**config.mk**
```make
export PLATFORM = sky130hd
export DESIGN_NAME = seq_booth_multiplier
export DESIGN_NICKNAME = d
export VERILOG_FILES = /design/src/rtl/seq_booth_multiplier.sv
export SDC_FILE = /design/constraint.sdc
export NUM_CORES = 1
export LEC_CHECK = 0
export ABC_CLOCK_PERIOD_IN_PS = 3500
export CELL_PAD_IN_SITES_DETAIL_PLACEMENT = 2
export CELL_PAD_IN_SITES_GLOBAL_PLACEMENT = 2
export CORE_ASPECT_RATIO = 1.75
export CORE_MARGIN = 5
export CORE_UTILIZATION = 35
export DETAILED_ROUTE_END_ITERATION = 10
export GPL_ROUTABILITY_DRIVEN = 0
export PLACE_DENSITY_LB_ADDON = 0.25
export RECOVER_POWER = 50
export SLEW_MARGIN = 10
export SYNTH_ARGS = -nofsm -noshare
export SYNTH_HDL_FRONTEND = slang
export SYNTH_SLANG_ARGS = --single-unit
```
**constraint.sdc**
```tcl
create_clock -name clk -period 3.5 [get_ports clk]
set_input_delay 0.35 -clock clk [delete_from_list [all_inputs] [get_ports clk]]
set_output_delay 0.35 -clock clk [all_outputs]
set_load 0.1 [all_outputs]
```
**src/rtl/seq_booth_multiplier.sv**
```systemverilog
// rtl/seq_booth_multiplier.sv - sequential radix-2 Booth multiplier, WIDTH x WIDTH -> 2*WIDTH
// Optional MULT_SIGN_SEL_EN adds is_signed to select signed/unsigned operand extension.
module seq_booth_multiplier #(
    parameter int WIDTH = 8
) (
    input  logic               clk,
    input  logic               rst_n,
    input  logic               start,
    input  logic [WIDTH-1:0]   a,
    input  logic [WIDTH-1:0]   b,
`ifdef MULT_SIGN_SEL_EN
    input  logic               is_signed,
`endif
    output logic               busy,
    output logic               done,
    output logic [2*WIDTH-1:0] out
);

    localparam int N  = WIDTH + 1;
    localparam int CW = $clog2(N + 1);

    typedef enum logic [1:0] {
        S_IDLE = 2'd0,
        S_RUN  = 2'd1,
        S_DONE = 2'd2
    } state_t;

    state_t             state_q;
    logic [N-1:0]       acc_q;
    logic [N-1:0]       mq_q;
    logic [N-1:0]       mcand_q;
    logic               qm1_q;
    logic [CW-1:0]      cnt_q;
    logic               busy_q;
    logic               done_q;
    logic [2*WIDTH-1:0] out_q;

    logic               sext;
    logic [N-1:0]       acc_d;

`ifdef MULT_SIGN_SEL_EN
    assign sext = is_signed;
`else
    assign sext = 1'b1;
`endif

    // The add/subtract is done in N bits; any carry out is meaningless for Booth and dropped.
    always_comb begin
        acc_d = acc_q;
        case ({mq_q[0], qm1_q})
            2'b01:   acc_d = acc_q + mcand_q;
            2'b10:   acc_d = acc_q - mcand_q;
            default: acc_d = acc_q;
        endcase
    end

    always_ff @(posedge clk or negedge rst_n) begin
        if (!rst_n) begin
            state_q <= S_IDLE;
            acc_q   <= '0;
            mq_q    <= '0;
            mcand_q <= '0;
            qm1_q   <= 1'b0;
            cnt_q   <= '0;
            busy_q  <= 1'b0;
            done_q  <= 1'b0;
            out_q   <= '0;
        end else begin
            case (state_q)
                S_IDLE: begin
                    done_q <= 1'b0;
                    busy_q <= start;
                    if (start) begin
                        acc_q   <= '0;
                        mq_q    <= {sext & b[WIDTH-1], b};
                        mcand_q <= {sext & a[WIDTH-1], a};
                        qm1_q   <= 1'b0;
                        cnt_q   <= CW'(N);
                        state_q <= S_RUN;
                    end
                end
                S_RUN: begin
                    acc_q <= {acc_d[N-1], acc_d[N-1:1]};
                    mq_q  <= {acc_d[0], mq_q[N-1:1]};
                    qm1_q <= mq_q[0];
                    cnt_q <= cnt_q - CW'(1);
                    if (cnt_q == CW'(1)) begin
                        state_q <= S_DONE;
                    end
                end
                S_DONE: begin
                    // {A,Q} is 2*WIDTH+2 bits wide; the product lives in its low 2*WIDTH bits.
                    out_q   <= {acc_q[N-3:0], mq_q};
                    done_q  <= 1'b1;
                    state_q <= S_IDLE;
                end
                default: begin
                    state_q <= S_IDLE;
                    busy_q  <= 1'b0;
                    done_q  <= 1'b0;
                end
            endcase
        end
    end

    assign busy = busy_q;
    assign done = done_q;
    assign out  = out_q;

endmodule

```
# Word level (Yosys, flattened, before mapping)

Index checks and enable logic that the tools add are counted.

Register bits: 51
Input bits: 19
Output and inout bits: 18
Word-level logic and storage cells: 39

Add/sub/neg operators: 3
Equal/unequal tests: 7
Multiplexer cells: 14
Reduce and logical (&&, ||, !) cells: 6

Operators by type and width:

| kind                                                                  | number |
|---|---|
| 9-bit one-hot mux with 2 select lines                                 | 3 |
| 9-bit 2-to-1 mux                                                      | 2 |
| 9-bit adder                                                           | 1 |
| 9-bit subtractor                                                      | 1 |
| 4-bit one-hot mux with 2 select lines                                 | 1 |
| 1-bit one-hot mux with 2 select lines                                 | 3 |
| 2-bit AND reduction                                                   | 3 |
| 2-bit by 1-bit equality test with 1-bit output, second input constant | 2 |
| 2-bit equality test, second input constant                            | 2 |
| 4-bit by 1-bit equality test with 1-bit output, second input constant | 1 |
| 2-bit 2-to-1 mux                                                      | 2 |
| 4-bit 2-to-1 mux                                                      | 1 |
| 2-bit != test, second input constant                                  | 2 |
| 2-bit one-hot mux with 2 select lines                                 | 1 |
| 4-bit by 1-bit subtractor with 4-bit output, second input constant    | 1 |
| 2-bit logical NOT                                                     | 1 |
| 2-bit nonzero test                                                    | 1 |
| 2-bit OR reduction                                                    | 1 |
| 1-bit 2-to-1 mux                                                      | 1 |

# Longest topological paths before layout

Depth after elaboration: 3
Mapped depth: 12
Gate-level depth less buffers: 11

# Worst setup path before layout

No wires, ideal clock.

Kind: flip-flop to flip-flop
From: register qm1_q
To: register acc_q[7]
Setup time: 0.121 ns
Data arrival time: 2.337 ns
Data required time: 3.379 ns
Slack: 1.043 ns
Stages on the path, launching flop included: 12
Path buffers: 1
Clock period less this slack: 2.457 ns
Cells stage by stage: dfrtp_1 -> inv_1 -> ha_1 -> buf_2 -> mux2_2 -> fa_1 -> nand2b_1 -> a21oi_2 -> o21ai_4 -> xnor2_1 -> o31ai_1 -> a22o_1

Longest elaborated chain between the ends: 3
Elaborated cells between the ends (all ways): 4
Those cells by class: eq/ne (2); mux (2)

RTL lines:

| element                                                                                      | RTL line | RTL |
|---|---|---|
| from (decl)                                                                                  | 32       | `logic qm1_q;` |
| from (signal assigned)                                                                       | 85       | `qm1_q <= mq_q[0];` |
| 2-bit equality test / 2-bit by 1-bit equality test with 1-bit output (equally long branches) | 50       | `case ({mq_q[0], qm1_q})` |
| 9-bit one-hot mux with 2 select lines (*)                                                    | 50       |  |
| 9-bit one-hot mux with 2 select lines (*)                                                    | 69       | `case (state_q)` |
| to (signal assigned)                                                                         | 83       | `acc_q <= {acc_d[N-1], acc_d[N-1:1]};` |
| to (decl)                                                                                    | 29       | `logic [N-1:0] acc_q;` |

Mark *: on every way between the ends. The rest lies on a longest branch, timed or not.
A chain may end at the register's enable or synchronous reset.

# Final worst setup path

From: register mcand_q[0]
To: register acc_q[5]

Longest elaborated chain between the ends: 3
Elaborated cells between the ends (all ways): 4
Those cells by class: add/sub (2); mux (2)

RTL lines:

| element                                                | RTL line | RTL |
|---|---|---|
| from (decl)                                            | 31       | `logic [N-1:0] mcand_q;` |
| from (signal assigned)                                 | 76       | `mcand_q <= {sext & a[WIDTH-1], a};` |
| 9-bit subtractor / 9-bit adder (equally long branches) | 52, 51   |  |
| 9-bit one-hot mux with 2 select lines (*)              | 50       |  |
| 9-bit one-hot mux with 2 select lines (*)              | 69       |  |

Marked as above.

==> flow_summary.json <==
{
  "core-area_um2": 7510,
  "cts_root_buffer": "clkbuf_16",
  "pre_cts_slack_ns": 0.851,
  "cts_tree": "done",
  "yosysWarnings": 0,
  "worst_slack_ns": 0.859,
  "critPathRequiredTime_ns": 3.72,
  "dp_cells": 371,
  "r2r.worst_path.cells": 10,
  "synth_top_family_by_area": "compound AO/OA/AOI/OAI gates",
  "slew_violations": 0,
  "wl_per_cell_um": 19.5,
  "dr.pass1.iters": 4,
  "r2r_setup_slack_ns": 0.86,
  "fillers": 815,
  "yosysTopAreaCell": "dfrtp_1",
  "synth_cells": 255,
  "synth_compound_area_share_pct": 18.8,
  "crit_fanout": 5,
  "synth_top_cell_area_share_pct": 46.6,
  "slew_headroom_pct": 2.30,
  "clk_pin_slew_ns": 0.07,
  "route.detailed.drc": 0,
  "status": "finished, final reports clean",
  "synth_area_leaders": "dfrtp_1 (47%), mux2_2 (10%), ha_1 (7.0%), a21oi_1 (4.1%), o22ai_1 (3.7%)",
  "finalSetupTns_ns": 0,
  "die_x_um": 76.2,
  "antenna_cells": 0,
  "grt_pass1_wl_um": 12500,
  "synth_edf_count": 0,
  "rsz0062_at_grt": "no",
  "worst_pin_slew_ns": 1.47,
  "crit_type": "reg -> reg",
  "max_freq_ghz": 0.379,
  "cts_resized": 0,
  "cp-end-kind": "register",
  "hp-class": "in -> async",
  "die_height_um": 126,
  "drtAntennaViolNets": 0,
  "die_area_um2": 9580,
  "ctsHoldBuffers": 0,
  "synth_ff_type": "dfrtp_1",
  "cts_made_buffers": 5,
  "synth-xor-area-share_pct": 2.61,
  "drt_wl_total_um": 7380,
  "core.rowCount": 42,
  "htreeDepth": 2,
  "synth.distinct_cells": 36,
  "hpwl_um": 5370,
  "fin_worst_skew_ns": 0.00505,
  "yosys_register_bits": 50,
  "post_cts_buffers": 0,
  "syn2layout_area_growth_pct": 21.9,
  "drive_gt1_share_pct": 15.5,
  "instances_no_fill": 379,
  "reg2reg_from": "mcand_q[0]",
  "grt_pass1_vias": 2361,
  "antenna_found_initial": 0,
  "vias": 2135,
  "r2r-end": "acc_q[5]",
  "synthAdderAreaFrac_pct": 7.74,
  "syn_area_per_cell_um2": 10.5,
  "hold_violations": 0,
  "drv_cap": 0,
  "clkSinkCount": 50,
  "io_buffers": 36,
  "min_period_over_period_pct": 75.5,
  "fin_crit_ns": 2.64,
  "grt_max_degree": 27,
  "synthMuxAreaShare_pct": 11.7,
  "worstPathArrival_ns": 2.87,
  "crit_path_start_kind": "register",
  "gr-total-overflow": 0,
  "clk_latency_ns": 0.29,
  "setup_viol": 0,
  "gr-usage-all-layers_pct": 16.1,
  "layout.nets": 325,
  "clockBufferDepth": 2,
  "synth-seq-area-share_pct": 46.6,
  "async_reset_ff_share_pct": 100,
  "routed_via_density": 5.63,
  "io_pins": 37,
  "initial_core_util_pct": 35.7,
  "syn_nets": 290,
  "syn-cell-area_um2": 2680,
  "drtIter0Drc": 59,
  "yosys.area_share.simple_pct": 8.35
}
-- routing by layer --
layer	GRT usage, %	share of wire [%]	vias to the layer above
met3	2.57	2.3	8
met2	30.6	58	29
li1	-	-	992
met5	0	0	-
met1	18.0	38	1106
met4	5.05	1.5	0
-- metrics by stage --
step / cell area, um^2 / utilization (%) / hold WS, ns
6_report: 3270 / 43.5 / 0.395
5_1_grt: 3270 / 43.5 / 0.528
4_1_cts: 3280 / 43.6 / 0.0974
3_5_place_dp: 3130 / 41.6 / 0.408
3_3_place_gp: 3130 / 41.6 / 0.401
2_1_floorplan: 2680 / - / 0.0544
-- sequential cells by signal (all words and copies together), names as in the netlist --
register  count
mq_q          9
mcand_q       8
state_q       2
qm1_q         1
out          16
acc_q         8
busy          1
done          1
cnt_q         4
-- final cells by class --
cell class	count	area, um^2	area share (%)
Clock inverter	3	21.3	0.650
Clock buffer	5	125	3.83
Multi-Input combinational cell	177	1320	40.3
Sequential cell	50	1250	38.3
Tap cell	88	110	3.37
Inverter	15	56.3	1.72
Timing Repair Buffer	41	388	11.9
-- logic make-up after synthesis --
kind of cell	count (synthesis)
xor+xnor	8
buf+inv	28
mux	28
simple gates	46
compound gates	79
fa+ha+maj	16
flops	50
-- critical path, stage by stage, from the launching register on --
cell	delay, ns
dfrtp_1	0.41
inv_1	0.07
ha_1	0.29
mux2_2	0.29
fa_1	0.44
nand2b_1	0.18
a21oi_2	0.25
o21a_1	0.17
nor3_1	0.05
o31ai_1	0.25
a22o_1	0.18
-- cells in the final DEF (no fill, tap or decap), drive strengths merged, types with 2 or more instances in the layout --
master / count
nor2: 12
ha: 15
clkdlybuf4s50: 35
nand2: 16
buf: 4
nor3: 8
nand2b: 2
a32oi: 2
clkinv: 2
o22ai: 16
a311oi: 2
inv: 15
o21ai: 17
a31oi: 2
mux2i: 2
nor2b: 4
dfrtp: 50
a22o: 5
clkbuf: 7
xnor2: 8
a21oi: 24
o31ai: 5
o21a: 4
nand3: 3
mux2: 26
-- worst max-delay path by stage --
| stage | slack (ns) | depth (start not counted) | start | to |
|---|---|---|---|---|
| global placement | 0.97 | 11 | mcand_q[0] | acc_q[6] |
| floorplan | 1.04 | 11 | qm1_q | acc_q[7] |
| finish | 0.86 | 10 | mcand_q[0] | acc_q[5] |
| CTS | 0.81 | 10 | mcand_q[0] | acc_q[5] |
| detailed placement | 0.85 | 10 | mcand_q[0] | acc_q[7] |
| global route | 0.55 | 2 | rst_n | acc_q[2] |
-- Yosys cell counts (2+ instances only) --
library cell / n
o21a_1: 4
a21oi_1: 22
buf_2: 6
a22o_1: 5
o21ai_1: 7
a21oi_2: 2
mux2_2: 25
o21ai_0: 9
nor2_1: 12
nand3_1: 3
a32oi_1: 2
xnor2_1: 8
nand2_1: 15
o22ai_1: 16
nor2b_1: 4
inv_2: 2
clkbuf_1: 6
mux2i_1: 2
ha_1: 15
nor3_1: 7
nand2b_1: 2
dfrtp_1: 50
inv_1: 13
o31ai_1: 5
a31oi_1: 2
Power is left out: the tool's default activity adds up to more than one toggle a clock period on the data nets, which glitch-free logic cannot reach.
